===== src/rtl/div16_seq.sv =====
// Sequential 16-bit restoring divider, one quotient bit per clock, start/busy/done handshake.
// Define DIV16_SIGNED_EN to enable two's-complement division when signed_op=1.
module div16_seq (
  input  logic        clk,
  input  logic        rst_n,
  input  logic        start,
  input  logic [15:0] dividend,
  input  logic [15:0] divisor,
  input  logic        signed_op,
  output logic        busy,
  output logic        done,
  output logic [15:0] quotient,
  output logic [15:0] remainder,
  output logic        div_zero
);

  localparam logic [1:0] IDLE = 2'd0;
  localparam logic [1:0] CALC = 2'd1;
  localparam logic [1:0] DONE = 2'd2;

  logic [1:0]  state;
  logic [4:0]  cnt;
  logic [15:0] q_sh;      // dividend bits shift out the top, quotient bits shift in the bottom
  logic [15:0] dvs;
  logic [16:0] prem;

  logic [16:0] shifted;
  logic [17:0] trial;
  logic [16:0] prem_nxt;
  logic [15:0] q_nxt;
  logic [15:0] abs_a;
  logic [15:0] abs_b;
  logic [15:0] q_fin;
  logic [15:0] r_fin;
  logic        unused_prem_msb;

  assign unused_prem_msb = prem[16];

  // bit 17 of the trial sum is the carry out: set when shifted >= dvs
  always_comb begin
    shifted  = {prem[15:0], q_sh[15]};
    trial    = {1'b0, shifted} + {1'b0, ~{1'b0, dvs}} + 18'd1;
    prem_nxt = trial[17] ? trial[16:0] : shifted;
    q_nxt    = {q_sh[14:0], trial[17]};
  end

`ifdef DIV16_SIGNED_EN
  logic neg_q;
  logic neg_r;
  logic a_neg;
  logic b_neg;

  always_comb begin
    a_neg = signed_op & dividend[15];
    b_neg = signed_op & divisor[15];
    abs_a = a_neg ? (~dividend + 16'd1) : dividend;
    abs_b = b_neg ? (~divisor + 16'd1) : divisor;
    q_fin = neg_q ? (~q_nxt + 16'd1) : q_nxt;
    r_fin = neg_r ? (~prem_nxt[15:0] + 16'd1) : prem_nxt[15:0];
  end

  always_ff @(posedge clk or negedge rst_n) begin
    if (!rst_n) begin
      neg_q <= 1'b0;
      neg_r <= 1'b0;
    end else if ((state == IDLE || state == DONE) && start) begin
      neg_q <= a_neg ^ b_neg;
      neg_r <= a_neg;
    end
  end
`else
  logic unused_signed_op;
  assign unused_signed_op = signed_op;

  always_comb begin
    abs_a = dividend;
    abs_b = divisor;
    q_fin = q_nxt;
    r_fin = prem_nxt[15:0];
  end
`endif

  always_ff @(posedge clk or negedge rst_n) begin
    if (!rst_n) begin
      state     <= IDLE;
      cnt       <= 5'd0;
      q_sh      <= 16'h0000;
      dvs       <= 16'h0000;
      prem      <= 17'h00000;
      busy      <= 1'b0;
      done      <= 1'b0;
      div_zero  <= 1'b0;
      quotient  <= 16'h0000;
      remainder <= 16'h0000;
    end else begin
      case (state)
        IDLE, DONE: begin
          done <= 1'b0;
          if (start) begin
            if (divisor == 16'h0000) begin
              state     <= DONE;
              done      <= 1'b1;
              div_zero  <= 1'b1;
              quotient  <= 16'hFFFF;
              remainder <= dividend;
            end else begin
              state <= CALC;
              busy  <= 1'b1;
              cnt   <= 5'd0;
              prem  <= 17'h00000;
              q_sh  <= abs_a;
              dvs   <= abs_b;
            end
          end else begin
            state <= IDLE;
          end
        end
        CALC: begin
          prem <= prem_nxt;
          q_sh <= q_nxt;
          cnt  <= cnt + 5'd1;
          if (cnt == 5'd15) begin
            state     <= DONE;
            busy      <= 1'b0;
            done      <= 1'b1;
            div_zero  <= 1'b0;
            quotient  <= q_fin;
            remainder <= r_fin;
          end
        end
        default: state <= IDLE;
      endcase
    end
  end

endmodule


===== config.mk =====
export PLATFORM = sky130hd
export DESIGN_NAME = div16_seq
export DESIGN_NICKNAME = d
export VERILOG_FILES = /design/src/rtl/div16_seq.sv
export SDC_FILE = /design/constraint.sdc
export NUM_CORES = 1
export LEC_CHECK = 0
export ABC_AREA = 0
export ABC_CLOCK_PERIOD_IN_PS = 6200
export BUFFER_PORTS_ARGS = -buffer_cell sky130_fd_sc_hd__buf_2
export CAP_MARGIN = 20
export CORE_ASPECT_RATIO = 1.2
export CORE_MARGIN = 2
export CORE_UTILIZATION = 30
export DETAILED_ROUTE_END_ITERATION = 8
export PLACE_DENSITY = 0.47
export SYNTH_ARGS = -nofsm -noshare
export SYNTH_HDL_FRONTEND = slang
export SYNTH_SLANG_ARGS = --single-unit

===== constraint.sdc =====
create_clock -name clk -period 6.2 [get_ports clk]
set_input_delay 1.24 -clock clk [delete_from_list [all_inputs] [get_ports clk]]
set_output_delay 1.24 -clock clk [all_outputs]
set_load 0.01 [all_outputs]

==> reports/qor.yml, run 1 <==
status: "completed"
cts_resized: 0
grt_use_met1_pct: 22.73
die_w_um: 118.6
yosys.area.top_type_share_pct: 47.66
synth_cells: 523
cts_htree_levels: 3
fin_cells: 793
start_kind: "input port"
cp-end-kind: "flip-flop"
synth_seq_cells: 90
dr_total_vias: 4041
hold_viol: 0
leakage_nw: 2.492
place.detailed.hpwl_um: 9655
grt_pass1_wl_um: 21560
path_cells: "buf_2, nor4_1, nand4_1, nor3b_1, nor2_1, clkinv_1, buf_4, nor2_1, o22ai_1"
use_met2_pct: 26.07
fin_util_pct: 35.73
grt_usage_pct: 16.45
required_ps: 6450
setup_viol: 0
slew_viol_final: 0
final_common_cell: "dfrtp_1"
antenna_found_initial: 0
viasPerCell: 5.096
finClkSkew_ps: 9.310
fin_crit_ps: 3286
cts_tree: "built"
final_cell_mix: "dfrtp_1 (90), nand2_1 (78), buf_2 (68)"
cts-buffers-inserted: 9
min_period_over_period_pct: 53.01
grt_max_degree: 79
grt-busiest-layer: "met2"
clock_latency_ps: 350
cellPowerDensity_nw_per_um2: 660.9
clockBufferDepth: 2
routed_wl_um: 13300
design.die.area_um2: 16780
io_buffers: 69
path_max_fanout: 26
clk_pin_slew_ps: 60
totalPowerFinal_mw: 3.664
rsz0062_at_grt: "false"
cts_root_buf: "clkbuf_16"
synth.area.top_cells: "dfrtp_1 (48%), nand2_1 (6.2%), ha_1 (4.8%)"
holdCritPathClass: "reg2reg"
hold_buffers: 0
cap_violations: 0
tns_ps: 0
cpMaxStageDelayCell: "nor3b_1"
cts_setup_buffers: 0
gp_congestion: 0.8071
rows: 50
overflow: 0
ys_warn_count: 0
layout-drive-gt1-share_pct: 17.78
routedWlPerCell_um: 16.77
syn_avg_cell_area_um2: 9.036
clock_sinks: 90
synth-main-ff-cell: "dfrtp_1"
grt_pass1_vias: 3960
core_area_um2: 15510
use_met3_pct: 3.296
max_stage_delay_ps: 560
max_freq_ghz: 0.3043
synth_edf_count: 0
die_h_um: 141.5
drt-initial-drc-count: 222
syn-cell-area_um2: 4726
vdd_drop_max_mv: 0.1645
seq_area_frac_synth_pct: 47.66
ioPinCount: 71
max_slew_margin_pct: 37.63
fin_nets: 635
drc_errors: 0
antenna_cells: 0
initial_core_util_pct: 30.46
critPathMostFrequentCell: "nor2_1"
async_reset_ff_share_pct: 100.0
place_inst: 777
synth.distinct_cells: 59
ant_nets: 0
worst_pin_slew_ps: 911.9
area_growth_pct: 17.32
syn-num-nets: 578
drtPass1Iterations: 5
synth_top_cell_by_area: "dfrtp_1"
critical_path_arrival_ps: 3540
worstSetupPathType: "in2reg"
area by class of cell:
cell class              count  area [um2]
fillers                  1667        9971
multi-input cells         382        2265
flip-flops and latches     90        2252
repair buffers             75       392.9
well taps                 208       260.3
clock buffers              11       252.7
inverters                  22       82.58
clock inverters             5       38.79
cells by family (layout without fill, tap and decap cells):
family / Yosys count / after routing / share of synthesized area, %
AND/OR/NAND/NOR: 194 / 194 / 18.96
AO/OA/AOI/OAI: 146 / 146 / 19.01
flip-flops: 90 / 90 / 47.66
buffers and inverters: 51 / 113 / 4.474
adder cells (fa/ha/maj): 19 / 19 / 5.189
multiplexers: 13 / 13 / 2.859
XOR/XNOR: 10 / 10 / 1.853
where the power goes:
part / leakage, nW / switching (mW) / total, mW / internal [mW]
Combinational: 1.31 / 1.24 / 2.07 / 0.832
Clock: 0.142 / 0.242 / 0.538 / 0.295
Sequential: 1.04 / 0.177 / 1.06 / 0.882
Yosys cell counts (all sizes together) (2+ instances only):
library cell / count
nand3: 21
a21o: 4
nand2: 78
xnor2: 6
and3: 5
nand4: 2
a31oi: 20
or3: 2
nand2b: 4
xor2: 4
and2: 5
o21ai: 45
o22ai: 9
nor2b: 3
o31ai: 2
a211oi: 4
nor3: 5
nor3b: 2
dfrtp: 90
inv: 21
or3b: 2
nor4: 5
nor2: 52
a21oi: 40
o211ai: 7
nand4b: 2
a2111oi: 2
o21a: 4
clkbuf: 21
buf: 8
mux2i: 12
ha: 18
nand3b: 4
routing by layer:
layer / wire (um) / vias to the layer above
li1: - / 1955
met4: 136 / 0
met2: 6136 / 114
met5: 0 / -
met1: 6284 / 1960
met3: 744 / 12
registers in the layout (all words and copies together), names as in the netlist:
| register | count |
|---|---|
| busy | 1 |
| q_sh | 16 |
| dvs | 16 |
| state | 2 |
| cnt | 5 |
| prem | 16 |
| quotient | 16 |
| remainder | 16 |
| done | 1 |
| div_zero | 1 |
metrics by stage:
stage	setup slack [ps]	hold slack, ps	instance area [um2]
finish	2914	481.7	5544
detailed placement	2552	468.6	5253
floorplan	3323	449.7	4726
global placement	2564	457.9	5253
global route	2698	519.9	5544
CTS	2898	484.4	5544
critical path, delay by kind of cell:
kind                   cells  cell delay [ps]
buffers and inverters      3              650
and+or+nand+nor            5             1500
AOI/OAI and AO/OA          1              140
worst paths after layout:
| path | cells after the start | to | slack, ps | from |
|---|---|---|---|---|
| max in group asynchronous | 2 | dvs[6]$_DFFE_PN0P_ | 4280 | rst_n |
| worst max register to register | 8 | remainder[9]$_DFFE_PN0P_ | 3240 | prem[11]$_DFFE_PN0P_ |
| worst min register to register | 2 | div_zero$_DFFE_PN0P_ | 480 | div_zero$_DFFE_PN0P_ |
| worst max-delay path | 9 | remainder[12]$_DFFE_PN0P_ | 2910 | divisor[2] |
| min in group asynchronous | 1 | quotient[8]$_DFFE_PN0P_ | 850 | rst_n |
| worst min-delay path | 2 | div_zero$_DFFE_PN0P_ | 480 | div_zero$_DFFE_PN0P_ |
Power figures use the tool's default switching activity.
==> run 2: changes to the inputs <==
ABC_CLOCK_PERIOD_IN_PS = 3100   (was 6200)
clock period = 3.1 ns   (was 6.2 ns; I/O delays follow)
==> reports/qor.yml, run 2 (same netlist as run 1, synthesis figures left out) <==
status: "completed"
setup_viol: 0
ioPinCount: 71
gp_congestion: 0.8165
min_period_over_period_pct: 87.45
drc_errors: 0
post-route-worst-setup-slack_ps: 389.0
max_slew_margin_pct: 49.37
rows: 50
overflow: 0
reg2regPathDepth: 11
drt-initial-drc-count: 299
viasPerCell: 5.049
initial_core_util_pct: 30.46
leakage_nw: 2.554
cellPowerDensity_nw_per_um2: 1342
clockBufferDepth: 2
cpMaxStageDelayCell: "fa_1"
cp-end-kind: "flip-flop"
cts-buffers-inserted: 9
die_w_um: 118.6
cts_tree: "built"
holdWs_ps: 264.2
clock_sinks: 90
path_max_fanout: 4
finClkSkew_ps: 7.930
postPlaceCellArea_um2: 5320
fin_nets: 644
worstSetupPathType: "reg2reg"
hold_viol: 0
grt_max_degree: 49
slew_viol_final: 0
critical_path_arrival_ps: 2970
critPathMostFrequentCell: "a21oi_1"
ant_nets: 0
final_area_um2: 5653
place_inst: 786
fin_crit_ps: 2711
dp_slack_ps: 406.1
area_growth_pct: 19.62
die_h_um: 141.5
final_cell_mix: "dfrtp_1 (90), nand2_1 (78), buf_2 (68)"
worst_pin_slew_ps: 757.6
cts_resized: 0
required_ps: 3360
antenna_cells: 0
fin_cells: 802
dr_total_vias: 4049
start_kind: "flip-flop"
io_buffers: 69
antenna_found_initial: 0
rsz0062_at_grt: "false"
routed_wl_um: 13360
drtPass1Iterations: 5
vdd_drop_max_mv: 0.3876
design.die.area_um2: 16780
cts_root_buf: "clkbuf_16"
totalPowerFinal_mw: 7.584
tns_ps: 0
max_freq_ghz: 0.3689
grt_pass1_vias: 3959
cts_htree_levels: 3
grt_usage_pct: 16.53
grt_pass1_wl_um: 21470
max_stage_delay_ps: 400
fin_util_pct: 36.44
routedWlPerCell_um: 16.66
place.detailed.hpwl_um: 9768
layout-drive-gt1-share_pct: 19.02
final_common_cell: "dfrtp_1"
holdCritPathClass: "in2async"
core_area_um2: 15510
path_cells: "inv_1, ha_1, inv_1, fa_1, a21oi_1, nand4b_1, a21oi_1, o311a_1, a211oi_1, a21oi_1, a211oi_1"
hold_buffers: 0
cts_setup_buffers: 0
clk_pin_slew_ps: 70
clock_latency_ps: 350
cap_violations: 0
-- run 2: cell types whose count changed in the layout (fill, tap and decap cells not counted), sizes merged --
| cell | before | now |
|---|---|---|
| buf | 75 | 84 |
| bufinv | 0 | 2 |
| clkbuf | 11 | 10 |
| clkinv | 5 | 1 |
| inv | 21 | 24 |
-- run 2: final timing paths --
check / start / slack [ps] / end
max: q_sh[15]$_DFFE_PN0P_ / 390 / remainder[14]$_DFFE_PN0P_
min: rst_n / 260 / remainder[4]$_DFFE_PN0P_
max reg2reg: q_sh[15]$_DFFE_PN0P_ / 390 / remainder[14]$_DFFE_PN0P_
min reg2reg: div_zero$_DFFE_PN0P_ / 480 / div_zero$_DFFE_PN0P_
max in group asynchronous: rst_n / 2070 / dvs[13]$_DFFE_PN0P_
min in group clk: div_zero$_DFFE_PN0P_ / 480 / div_zero$_DFFE_PN0P_
-- run 2: routing by layer --
metal	track usage (%)	part of all wire (%)	vias up	routed length (um)
met3	2.532	5.2	19	698
li1	-	-	1974	-
met1	22.42	47	1930	6291
met5	0	0	-	0
met4	6.704	2.2	0	296
met2	26.47	45	126	6078
-- run 2: area by class of cell --
class | count | area, um2
clock inverters | 6 | 93.84
clock buffers | 10 | 239.0
inverters | 22 | 82.58
repair buffers | 84 | 460.4
flip-flops and latches | 90 | 2252
well taps | 208 | 260.3
multi-input cells | 382 | 2265
fillers | 1682 | 9862
-- run 2: power breakdown --
| group | leakage [nW] | internal, mW | total [mW] | switching [mW] |
|---|---|---|---|---|
| logic | 1.35 | 1.72 | 4.22 | 2.50 |
| clock network | 0.160 | 0.737 | 1.24 | 0.498 |
| registers | 1.04 | 1.76 | 2.13 | 0.364 |
| total | 2.55 | 4.22 | 7.58 | 3.36 |
-- run 2: critical path, delay by kind of cell, from the launching register on --
kind	cells	cell delay [ps]
adder cells (fa/ha/maj)	2	570
AO/OA/AOI/OAI	6	1340
AND/OR/NAND/NOR	1	170
flip-flops	1	390
buffers and inverters	2	150
